$ cat src/rtl/timer_seq_ctrl.sv
// timer_seq_ctrl: kitchen-timer sequencing controller.
// Holds an MM:SS BCD time, edits it from keypad codes, counts it down at
// 1 Hz (derived from the shared 1 kHz pulse), and drives display, finish,
// buzzer and state LEDs.
// Optional build macro: TIMER_SEQ_CTRL_PAUSE_BLINK_EN (blink time in PAUSE).
module timer_seq_ctrl #(
  parameter int unsigned TICK_DIV = 1000,
  parameter int unsigned BUZZ_SEC = 5,
  parameter logic [3:0]  BLANK    = 4'hF
) (
  input  logic        i_clk,
  input  logic        i_rstn,
  input  logic        i_pls_1k,
  input  logic        i_key_valid,
  input  logic [4:0]  i_bcd_data,
  input  logic        i_start,
  output logic [31:0] o_bcd8d,
  output logic        o_fin,
  output logic        o_buzz_go,
  output logic [3:0]  o_led_op
);

  localparam int unsigned TW  = (TICK_DIV > 1) ? $clog2(TICK_DIV) : 1;
  localparam int unsigned BUW = $clog2(BUZZ_SEC + 1);

  typedef enum logic [2:0] {
    S_IDLE  = 3'd0,
    S_EDIT  = 3'd1,
    S_RUN   = 3'd2,
    S_PAUSE = 3'd3,
    S_DONE  = 3'd4
  } state_t;

  state_t          state;
  state_t          state_nxt;
  logic [3:0]      led_nxt;
  logic [15:0]     tm;
  logic [15:0]     tm_dec;
  logic [15:0]     tm_fix;
  logic [15:0]     shown;
  logic [TW-1:0]   tick_cnt;
  logic [BUW-1:0]  buzz_cnt;
  logic [2:0]      start_sync;
  logic            start_p;
  logic            start_go;
  logic            key_digit;
  logic            key_clr;
  logic            key_set;
  logic            tick;
  logic            run_tick;
  logic            done_tick;
  logic            enter_done;
  logic            leave_done;

  // One BCD second down with minute borrow; 00:00 is never decremented.
  function automatic logic [15:0] bcd_dec(input logic [15:0] t);
    logic [3:0] m1, m0, s1, s0;
    {m1, m0, s1, s0} = t;
    if (t != 16'h0000) begin
      if (s0 != 4'd0) begin
        s0 = s0 - 4'd1;
      end else begin
        s0 = 4'd9;
        if (s1 != 4'd0) begin
          s1 = s1 - 4'd1;
        end else begin
          s1 = 4'd5;
          if (m0 != 4'd0) begin
            m0 = m0 - 4'd1;
          end else begin
            m0 = 4'd9;
            m1 = m1 - 4'd1;
          end
        end
      end
    end
    return {m1, m0, s1, s0};
  endfunction

  // Start switch: two-flop synchroniser plus one history flop for rise detect.
  always_ff @(posedge i_clk or negedge i_rstn) begin
    if (!i_rstn) start_sync <= 3'b000;
    else         start_sync <= {start_sync[1:0], i_start};
  end

  assign start_p   = start_sync[1] & ~start_sync[2];
  // A key strobe in the same clock swallows the start edge.
  assign start_go  = start_p & ~i_key_valid;
  assign key_digit = i_key_valid & (i_bcd_data < 5'd10);
  assign key_clr   = i_key_valid & (i_bcd_data == 5'd10);
  assign key_set   = i_key_valid & (i_bcd_data == 5'd11);

  assign tick      = i_pls_1k & (tick_cnt == TW'(TICK_DIV - 1));
  assign run_tick  = (state == S_RUN) & tick;
  assign done_tick = (state == S_DONE) & tick;
  assign tm_dec    = bcd_dec(tm);
  assign tm_fix    = (tm[7:4] > 4'd5) ? {tm[15:8], 8'h59} : tm;

  assign enter_done = (state != S_DONE) & (state_nxt == S_DONE);
  assign leave_done = (state == S_DONE) & (state_nxt != S_DONE);

  // FSM state register.
  always_ff @(posedge i_clk or negedge i_rstn) begin
    if (!i_rstn) state <= S_IDLE;
    else         state <= state_nxt;
  end

  // FSM next-state decode; CLEAR beats tick, and a tick reaching 00:00 beats start.
  always_comb begin
    state_nxt = state;
    case (state)
      S_IDLE: begin
        if (key_set)                          state_nxt = S_EDIT;
        else if (start_go && tm != 16'h0000)  state_nxt = S_RUN;
      end
      S_EDIT: begin
        if (start_go) state_nxt = (tm_fix != 16'h0000) ? S_RUN : S_IDLE;
      end
      S_RUN: begin
        if (key_clr)                              state_nxt = S_IDLE;
        else if (run_tick && tm_dec == 16'h0000)  state_nxt = S_DONE;
        else if (start_go)                        state_nxt = S_PAUSE;
      end
      S_PAUSE: begin
        if (key_clr)       state_nxt = S_IDLE;
        else if (start_go) state_nxt = S_RUN;
      end
      S_DONE: begin
        if (key_clr || start_go) state_nxt = S_IDLE;
      end
      default: state_nxt = S_IDLE;
    endcase
  end

  // FSM output decode: one-hot operation LEDs, dark in DONE.
  always_comb begin
    led_nxt = 4'b0000;
    case (state)
      S_IDLE:  led_nxt = 4'b0001;
      S_EDIT:  led_nxt = 4'b0010;
      S_RUN:   led_nxt = 4'b0100;
      S_PAUSE: led_nxt = 4'b1000;
      default: led_nxt = 4'b0000;
    endcase
  end

  // LED register, trailing the state register by one clock.
  always_ff @(posedge i_clk or negedge i_rstn) begin
    if (!i_rstn) o_led_op <= 4'b0001;
    else         o_led_op <= led_nxt;
  end

  // Time register: edit shifts, clears, start-time seconds fix-up, countdown.
  always_ff @(posedge i_clk or negedge i_rstn) begin
    if (!i_rstn) begin
      tm <= 16'h0000;
    end else begin
      case (state)
        S_IDLE: begin
          if (key_set) tm <= 16'h0000;
        end
        S_EDIT: begin
          if (key_digit)     tm <= {tm[11:0], i_bcd_data[3:0]};
          else if (key_clr)  tm <= 16'h0000;
          else if (start_go) tm <= tm_fix;
        end
        S_RUN: begin
          if (key_clr)       tm <= 16'h0000;
          else if (run_tick) tm <= tm_dec;
        end
        S_PAUSE: begin
          if (key_clr) tm <= 16'h0000;
        end
        S_DONE: begin
          if (leave_done) tm <= 16'h0000;
        end
        default: tm <= 16'h0000;
      endcase
    end
  end

  // 1 s divider: runs in RUN and DONE, holds in PAUSE, cleared elsewhere.
  always_ff @(posedge i_clk or negedge i_rstn) begin
    if (!i_rstn) begin
      tick_cnt <= '0;
    end else begin
      case (state)
        S_RUN, S_DONE: begin
          if (key_clr || leave_done) tick_cnt <= '0;
          else if (tick)             tick_cnt <= '0;
          else if (i_pls_1k)         tick_cnt <= tick_cnt + TW'(1);
        end
        S_PAUSE: begin
          if (key_clr) tick_cnt <= '0;
        end
        default: tick_cnt <= '0;
      endcase
    end
  end

  // Finish flag and buzzer window: buzzer drops on the BUZZ_SEC-th tick in DONE.
  always_ff @(posedge i_clk or negedge i_rstn) begin
    if (!i_rstn) begin
      o_fin     <= 1'b0;
      o_buzz_go <= 1'b0;
      buzz_cnt  <= '0;
    end else if (enter_done) begin
      o_fin     <= 1'b1;
      o_buzz_go <= 1'b1;
      buzz_cnt  <= '0;
    end else if (leave_done) begin
      o_fin     <= 1'b0;
      o_buzz_go <= 1'b0;
      buzz_cnt  <= '0;
    end else if (done_tick && o_buzz_go) begin
      if (buzz_cnt == BUW'(BUZZ_SEC - 1)) o_buzz_go <= 1'b0;
      buzz_cnt <= buzz_cnt + BUW'(1);
    end
  end

`ifdef TIMER_SEQ_CTRL_PAUSE_BLINK_EN
  localparam int unsigned BLINK_HALF = 500;
  localparam int unsigned BLW        = $clog2(BLINK_HALF);

  logic [BLW-1:0] blink_cnt;
  logic           blink_dark;

  // Blink phase: restarts visible on every PAUSE entry.
  always_ff @(posedge i_clk or negedge i_rstn) begin
    if (!i_rstn) begin
      blink_cnt  <= '0;
      blink_dark <= 1'b0;
    end else if (state != S_PAUSE) begin
      blink_cnt  <= '0;
      blink_dark <= 1'b0;
    end else if (i_pls_1k) begin
      if (blink_cnt == BLW'(BLINK_HALF - 1)) begin
        blink_cnt  <= '0;
        blink_dark <= ~blink_dark;
      end else begin
        blink_cnt <= blink_cnt + BLW'(1);
      end
    end
  end

  assign shown = ((state == S_PAUSE) && blink_dark) ? {4{BLANK}} : tm;
`else
  assign shown = tm;
`endif

  // Display register: upper four digits dark, lower four show the time.
  always_ff @(posedge i_clk or negedge i_rstn) begin
    if (!i_rstn) o_bcd8d <= {{4{BLANK}}, 16'h0000};
    else         o_bcd8d <= {{4{BLANK}}, shown};
  end

endmodule
$ cat config.mk
export PLATFORM = sky130hd
export DESIGN_NAME = timer_seq_ctrl
export DESIGN_NICKNAME = d
export VERILOG_FILES = /design/src/rtl/timer_seq_ctrl.sv
export SDC_FILE = /design/constraint.sdc
export NUM_CORES = 1
export LEC_CHECK = 0
export CELL_PAD_IN_SITES_DETAIL_PLACEMENT = 0
export CELL_PAD_IN_SITES_GLOBAL_PLACEMENT = 1
export CORE_ASPECT_RATIO = 0.9
export CORE_MARGIN = 2
export CORE_UTILIZATION = 37
export DETAILED_ROUTE_END_ITERATION = 8
export GPL_TIMING_DRIVEN = 0
export PLACE_DENSITY = 0.74
export SLEW_MARGIN = 30
export SYNTH_ARGS = -nofsm -noshare
export SYNTH_HDL_FRONTEND = slang
export SYNTH_SLANG_ARGS = --single-unit
$ cat constraint.sdc
create_clock -name i_clk -period 3.5 [get_ports i_clk]
set_input_delay 0.7 -clock i_clk [delete_from_list [all_inputs] [get_ports i_clk]]
set_output_delay 0.7 -clock i_clk [all_outputs]
set_load 0.05 [all_outputs]
==> impl_metrics.toml <==
[synthesis]
yosys-top-cells-count = "56 x dfrtp_1, 40 x o21ai_0, 29 x nand2_1, 28 x nor2_1, 17 x a21oi_1"
yosys-top-cells-area = "dfrtp_1 44%, o21ai_0 6.3%, buf_4 3.8%"
ys_warn_count = 0
syn_area_mm2 = 0.003162
yosysUniqueCellTypes = 60
synth_flop_cell = "dfrtp_1"
async_flop_share_pct = 100.0
avgSynthCellArea_um2 = 9.382
ys_ff_latch = 57
synth_edf_count = 0
ys_seq_area_share_pct = 45.15
yosys.cell_count.top_type = "dfrtp_1"
synth_area_leader_cell = "dfrtp_1"
yosysTopAreaCellShare_pct = 44.32
syn_inst = 337

[placement]
place_hpwl_mm = 5.417
place_area_mm2 = 0.003699
io_buffer_count = 31
gp_congestion = 0.9007

[cts]
clock_path_buffers = 2
insertion_delay_ns = 0.34
tritoncts = "built"
cts_sinks = 57
numCtsBuffers = 9
clkSlewWorstSetupHoldPaths_ns = 0.06
ctsRootBufferMaster = "clkbuf_8"
cts_max_level = 3

[floorplanning]
num_rows = 31
initial_core_util_pct = 38.63
io_pins = 48
core_mm2 = 0.008184
fp.dieH_um = 91.70
die_x_um = 101.4
dieArea_mm2 = 0.009302

[global_route]
grt_pass1_vias = 2606
grt_pass1_wl_mm = 13.22
overflow = 0
grt_antenna_before_repair = 0
grtUsageTotal_pct = 18.29
grt_max_degree = 34

[cells_and_area]
fin_area_mm2 = 0.004163
insertedDiodeCount = 0
final_layout_size_suffix_gt1_share_pct = 23.81
syn2layout_area_growth_pct = 31.66
nets = 434

[timing]
finalCritPeriodShare_pct = 96.95
slew_headroom_pct = 44.79
clock_skew_ns = 0.004214
fin_hold_ws_ns = 0.2575
min_period_ns = 3.393
drv_slew = 0
rsz0062_at_grt = "true"
setup_viol = 0
hold_viol = 0
fmax_mhz = 294.7
worst_pin_slew_ns = 0.8264

[route]
finalWirelength_mm = 8.051
drc_errors = 0
avgViaCountPerCell = 5.275
wl_per_cell_um = 15.05
drtIter0Drc = 313
drtPass1Iterations = 5
vias = 2822
postRouteAntennaNets = 0

[power]
ir_drop_uv = 415.9
leakagePower_nw = 1.844
powerDensity_mw_per_mm2 = 860.6

[critical_path]
r2r_start = "tick_cnt[3]$_DFFE_PN0P_"
path_cells = "clkdlybuf4s15_2 > nand4bb_1 > or4_4 > a41oi_2 > nand4_1 > nor3_4 > o21ai_1 > ha_2 > or4_1 > buf_6 > or2_4 > buf_6 > o41ai_4"
cp_max_fo = 5
r2r_slack_ns = 0.13
end_kind = "flop"
crit_path_start_kind = "input pin"
cp_common_cell = "buf_6"
max_stage_delay_ns = 0.58
crit_type = "in -> reg"
rr_endpoint = "tick_cnt[9]$_DFFE_PN0P_"
cpMaxStageDelayCell = "or4_4"
required_ns = 3.73
cp_data_arrival_time_ns = 3.63
rr_worst_depth = 12

[run]
maxCapViolCount = 0

[status]
outcome = "complete, no violations"

[worst_hold_path]
hp-class = "in -> async"
## critical path: cells and delay by family
family                   cells  cell delay [ns]
adder cells (fa/ha/maj)      1             0.18
buffers and inverters        3             0.46
AO/OA/AOI/OAI                3             0.55
AND/OR/NAND/NOR              6             1.72
## where the power goes
| part | total, W | switching [W] | internal, W |
|---|---|---|---|
| clock network | 0.000528 | 0.000261 | 0.000267 |
| logic | 0.00208 | 0.00123 | 0.000854 |
| registers | 0.000975 | 0.000155 | 0.000820 |
## per-stage QoR
stage	worst slack, ns	power, W	cells	setup TNS, ns	utilization, %
floorplan	0.08766	0.002163	352	0	-
global placement	-0.7663	0.002642	498	-13.96	44.98
detailed placement	-0.8858	0.002648	499	-11.12	45.19
CTS	0.01738	0.003452	530	0	50.04
global route	-0.05329	0.003800	535	-0.1583	50.86
finish	0.1068	0.003582	535	0	50.86
## logic make-up after synthesis
group | share of synthesized area (%)
multiplexers | 0.9893
AND/OR/NAND/NOR | 21.21
adder cells (fa/ha/maj) | 3.166
AO/OA/AOI/OAI | 21.88
flip-flops | 45.15
other | 0.1186
buffers and inverters | 7.479
## timing repair
action,in CTS,in global routing
setup endpoints to repair,16,17
hold buffers,0,0
cloned,1,0
pin swaps,11,4
resized for setup,29,14
setup buffers,19,5
## layout by cell type, fill, tap and decap left out, drive strengths merged, types with 2 or more instances in the layout
cell type / count
dfrtp: 56
buf: 51
o21ai: 40
nand2: 30
clkdlybuf4s50: 29
nor2: 28
a21oi: 17
clkbuf: 17
conb: 16
nor2b: 11
nand2b: 8
a22o: 8
ha: 8
inv: 7
o31ai: 7
nand3: 7
nor3: 7
o21a: 6
and3: 4
clkinv: 4
nor3b: 4
nor4: 4
nand4: 3
a31oi: 3
a32oi: 3
a21boi: 3
or2: 3
or4: 3
mux2i: 2
a211oi: 2
and4: 2
o2bb2ai: 2
a22oi: 2
o22a: 2
a32o: 2
and2: 2
a41oi: 2
## sequential cells by signal, indices dropped and copies added (netlist names)
name	flops
state	3
o_fin	1
tick_cnt	10
o_bcd8d	16
o_buzz_go	1
start_sync	3
o_led_op	4
buzz_cnt	3
shown	16
## worst max-delay path by stage
stage | slack (ns) | cells past startpoint | from | end
3_3_place_gp | -0.77 | 13 | i_pls_1k | tick_cnt[9]$_DFFE_PN0P_
2_1_floorplan | 0.09 | 13 | shown[7]$_DFFE_PN0P_ | tick_cnt[9]$_DFFE_PN0P_
3_5_place_dp | -0.89 | 13 | i_pls_1k | tick_cnt[9]$_DFFE_PN0P_
4_1_cts | 0.02 | 16 | i_pls_1k | tick_cnt[9]$_DFFE_PN0P_
5_1_grt | -0.05 | 18 | shown[0]$_DFFE_PN0P_ | tick_cnt[9]$_DFFE_PN0P_
6_report | 0.11 | 13 | i_pls_1k | tick_cnt[9]$_DFFE_PN0P_
## final cells by class
cell class / count / area, µm²
Clock buffer: 11 / 141.4
Sequential cell: 57 / 1431
Fill cell: 773 / 4021
Inverter: 7 / 26.28
Multi-Input combinational cell: 254 / 1670
Buffer: 30 / 215.2
Tap cell: 115 / 143.9
Clock inverter: 4 / 20.02
Timing Repair Buffer: 57 / 514.2
## routing by layer
layer	wire [µm]	up-vias	part of all wire (%)	track usage [%]
met4	91	0	1.1	5.968
met5	0	-	0	0
met1	3885	1355	48	27.00
met3	487	10	6.0	4.116
met2	3586	110	45	26.38
li1	-	1347	-	-
Note: power is estimated with default switching activity, not from simulation.
